### config.mk
export PLATFORM = sky130hd
export DESIGN_NAME = vdic_sync_fifo
export DESIGN_NICKNAME = d
export VERILOG_FILES = /design/src/rtl/vdic_dut_pkg.sv /design/src/rtl/vdic_sync_fifo.sv
export SDC_FILE = /design/constraint.sdc
export NUM_CORES = 1
export LEC_CHECK = 0
export CORE_ASPECT_RATIO = 0.6
export CORE_MARGIN = 10
export CORE_UTILIZATION = 45
export DETAILED_ROUTE_END_ITERATION = 12
export GPL_TIMING_DRIVEN = 1
export HOLD_SLACK_MARGIN = 0.15
export PLACE_DENSITY = 0.67
export SLEW_MARGIN = 10
export SYNTH_ARGS = -nofsm -noshare
export SYNTH_HDL_FRONTEND = slang
export SYNTH_SLANG_ARGS = --single-unit
### constraint.sdc
create_clock -name clk -period 6.6 [get_ports clk]
set_input_delay 1.98 -clock clk [delete_from_list [all_inputs] [get_ports clk]]
set_output_delay 1.98 -clock clk [all_outputs]
set_load 0.05 [all_outputs]
### src/rtl/vdic_dut_pkg.sv
// Shared types for the result checker: command codes, FSM state
// encoding and a small command-validity helper.
package vdic_dut_pkg;

    typedef enum logic [7:0] {
        NOP = 8'h00,
        AND = 8'h01,
        OR  = 8'h02,
        XOR = 8'h03,
        ADD = 8'h10,
        SUB = 8'h20
    } command_t;

    typedef logic [0:0] state_t;

    localparam state_t ST_IDLE  = 1'b0;
    localparam state_t ST_ACCUM = 1'b1;

    function automatic logic cmd_known(input logic [7:0] c);
        case (c)
            NOP, AND, OR, XOR, ADD, SUB: return 1'b1;
            default:                     return 1'b0;
        endcase
    endfunction

endpackage

### src/rtl/vdic_sync_fifo.sv
// Synchronous FIFO holding expected results. A push and a pop in the
// same cycle both succeed, even when the FIFO is full.
module vdic_sync_fifo
    import vdic_dut_pkg::*;
#(
    parameter int WIDTH = 16,
    parameter int DEPTH = 4
) (
    input  logic             clk,
    input  logic             rst_n,
    input  logic             push,
    input  logic [WIDTH-1:0] wdata,
    input  logic             pop,
    output logic [WIDTH-1:0] rdata,
    output logic             full,
    output logic             empty
);

    localparam int AW = $clog2(DEPTH);

    logic [WIDTH-1:0] mem_q [DEPTH];
    logic [WIDTH-1:0] mem_d [DEPTH];
    logic [AW-1:0]    wr_q, wr_d, rd_q, rd_d;
    logic [AW:0]      cnt_q, cnt_d;
    logic             do_push, do_pop;

    assign full    = (cnt_q == (AW+1)'(DEPTH));
    assign empty   = (cnt_q == '0);
    assign rdata   = mem_q[rd_q];
    assign do_pop  = pop && !empty;
    assign do_push = push && (!full || do_pop);

    // Next pointers, occupancy and storage contents.
    always_comb begin
        mem_d = mem_q;
        wr_d  = wr_q;
        rd_d  = rd_q;
        cnt_d = cnt_q;
        if (do_push) begin
            mem_d[wr_q] = wdata;
            wr_d        = wr_q + 1'b1;
        end
        if (do_pop) begin
            rd_d = rd_q + 1'b1;
        end
        case ({do_push, do_pop})
            2'b10:   cnt_d = cnt_q + 1'b1;
            2'b01:   cnt_d = cnt_q - 1'b1;
            default: cnt_d = cnt_q;
        endcase
    end

    // FIFO state registers.
    always_ff @(posedge clk or negedge rst_n) begin
        if (!rst_n) begin
            for (int i = 0; i < DEPTH; i++) mem_q[i] <= '0;
            wr_q  <= '0;
            rd_q  <= '0;
            cnt_q <= '0;
        end else begin
            mem_q <= mem_d;
            wr_q  <= wr_d;
            rd_q  <= rd_d;
            cnt_q <= cnt_d;
        end
    end

endmodule

==> flow_summary.toml <==
[status]
outcome = "completed"

[global_route]
overflow = 0
grt_pass1_wl_mm = 9.949
grt_max_degree = 60
antenna_found_initial = 0
grt_usage_pct = 11.88
grt_pass1_vias = 1870

[worst_setup_path]
critical_path.endpoint = "rdata[5]"
worstReg2RegStart = "cnt_q[0]$_DFFE_PN0P_"
crit_buf_inv = 1
cp.required_ns = 4.62
worstSetupStartpointType = "flip-flop"
cp_slowest_cell = "dfrtp_1"
crit_arrival_ns = 2.76
rrSetupSlack_ns = 4.33
crit_chain = "mux4_2 > clkdlybuf4s50_1"
cp_top_family = "flip-flops"
crit_path_max_incr_delay_ns = 1.09
crit_cells = 2
critPathKind = "reg -> out"
crit_fanout = 18
r2r_end = "cnt_q[2]$_DFFE_PN0P_"
r2r_cells = 8
end_kind = "output port"
setup.worst_path.start = "rd_q[0]$_DFFE_PN0P_"

[synthesis]
synth-async-reset-ratio_pct = 100.0
syn_area_um2 = 3194
syn_inst = 193
syn_nets = 219
ys_warn_count = 0
avgSynthCellArea_um2 = 16.55
synth_fa_ha_area_share_pct = 2.585
synth_top_family_by_area = "multiplexers"
synth.area.mux_share_pct = 34.51
synth-seq-cells = 71
synthSimpleGateAreaFrac_pct = 2.781
synthXorXnorAreaFrac_pct = 1.645
seq_area_frac_synth_pct = 55.62
synth_cell_types = 20
synth_compound_area_share_pct = 0.2742
synth_ff_type = "dfrtp_1"
synth_edf_count = 0

[die]
fp.coreArea_um2 = 6792
dieWidth_um = 128.8
start_util_pct = 47.03
ios = 38
num_rows = 23
dieArea_um2 = 10980
die_h_um = 85.26

[timing]
setup_tns_ns = 0
setup_viol = 0
hold_viol = 0
tightest_slew_ns = 1.122
slew_headroom_pct = 25.22
fin_crit_sh_pct = 71.87
drv_slew = 0
rsz0062_at_grt = "false"
hold_slack_ns = 0.5003
period_needed_ns = 4.744
fmax_mhz = 210.8
fin_skew_ns = 0.004747

[flow_run]
max_cap_violations = 0

[route]
dr.pass1.iters = 4
drt_wl_total_mm = 5.906
avgRoutedWirePerCell_um = 18.12
via_per_inst = 5.242
vias = 1709
drc = 0
first_iter_violations = 59
antenna_left = 0

[layout]
syn_to_final_growth_pct = 23.93
fin_util_pct = 58.29
n_antenna_cell = 0
final_cell_mix = "dfrtp_1 (71), mux2_2 (65), clkdlybuf4s50_1 (36)"
fill_cells = 532
final_nets = 260
layout_commonest_cell = "dfrtp_1"
drive_gt1_share_pct = 43.51
instances_no_fill = 326

[placement]
port-buffer-count = 37
gp_congestion = 0.6723
place_inst = 310
post-dp-hpwl_mm = 3.820

[clocking]
path_clk_slew_ns = 0.06
post_cts.repair.setup_buffers = 0
tritoncts = "done"
cts_root_buffer = "clkbuf_16"
cts.sinks = 71
cts.htree.levels = 3
ctsHoldBuffers = 0
cts_resized = 0
clockBufferDepth = 2
cts_made_buffers = 9
clk_latency_ns = 0.33

[hold_path]
worstHoldPathType = "reg -> reg"
min_from = "mem_q[9]$_DFFE_PN0P_"
## metrics by stage
step	cell area [um^2]	setup WS (ns)
finish	3959	1.856
global route	3959	1.643
CTS	3959	1.773
detailed placement	3612	2.142
global placement	3612	2.173
floorplan	3194	2.997
## cells in the mapped netlist, types with 3 or more instances
cell type,instances,area [um^2]
buf_2,3,15.01
buf_6,4,45.04
dfrtp_1,71,1777
ha_1,5,62.56
inv_1,5,18.77
mux2_2,65,732.0
mux4_2,16,360.4
nand2_1,5,18.77
nor2_2,4,25.02
xnor2_1,3,26.28
xor2_1,3,26.28
## worst min-delay path by stage
stage / end / slack, ns / cells past startpoint
3_5_place_dp: mem_q[54]$_DFFE_PN0P_ / 0.49 / 1
2_1_floorplan: mem_q[16]$_DFFE_PN0P_ / 0.48 / 1
6_report: mem_q[9]$_DFFE_PN0P_ / 0.50 / 1
4_1_cts: mem_q[17]$_DFFE_PN0P_ / 0.50 / 1
3_3_place_gp: mem_q[40]$_DFFE_PN0P_ / 0.48 / 1
5_1_grt: mem_q[43]$_DFFE_PN0P_ / 0.51 / 1
## kinds of logic after synthesis
| family | Yosys count |
|---|---|
| adder cells (fa/ha/maj) | 6 |
| buffers and inverters | 13 |
| XOR/XNOR | 6 |
| flip-flops | 71 |
| AO/OA/AOI/OAI | 1 |
| AND/OR/NAND/NOR | 14 |
| multiplexers | 82 |
## layout make-up
type                            count  area (um^2)  area share (%)
Multi-Input combinational cell    109         1335           33.72
Timing Repair Buffer               38        372.9           9.418
Inverter                            5        18.77          0.4741
Sequential cell                    71         1777           44.88
Tap cell                           87        108.9           2.750
Clock buffer                       10        239.0           6.037
Clock inverter                      6        107.6           2.718
## routing by layer
metal  up-vias  global-route usage, %  wire, um
met5         -                      0         0
met4         0                  4.625        63
met3         6                  6.273       381
met2        33                  17.16      2660
met1       886                  14.70      2801
li1        784                      -         -
## flip-flops by register name, summed over array words and instances (netlist names)
signal,count
mem_q,64
cnt_q,3
rd_q,2
wr_q,2
Power is left out: the tool's default activity adds up to more than one toggle a clock period on the data nets, which glitch-free logic cannot reach.
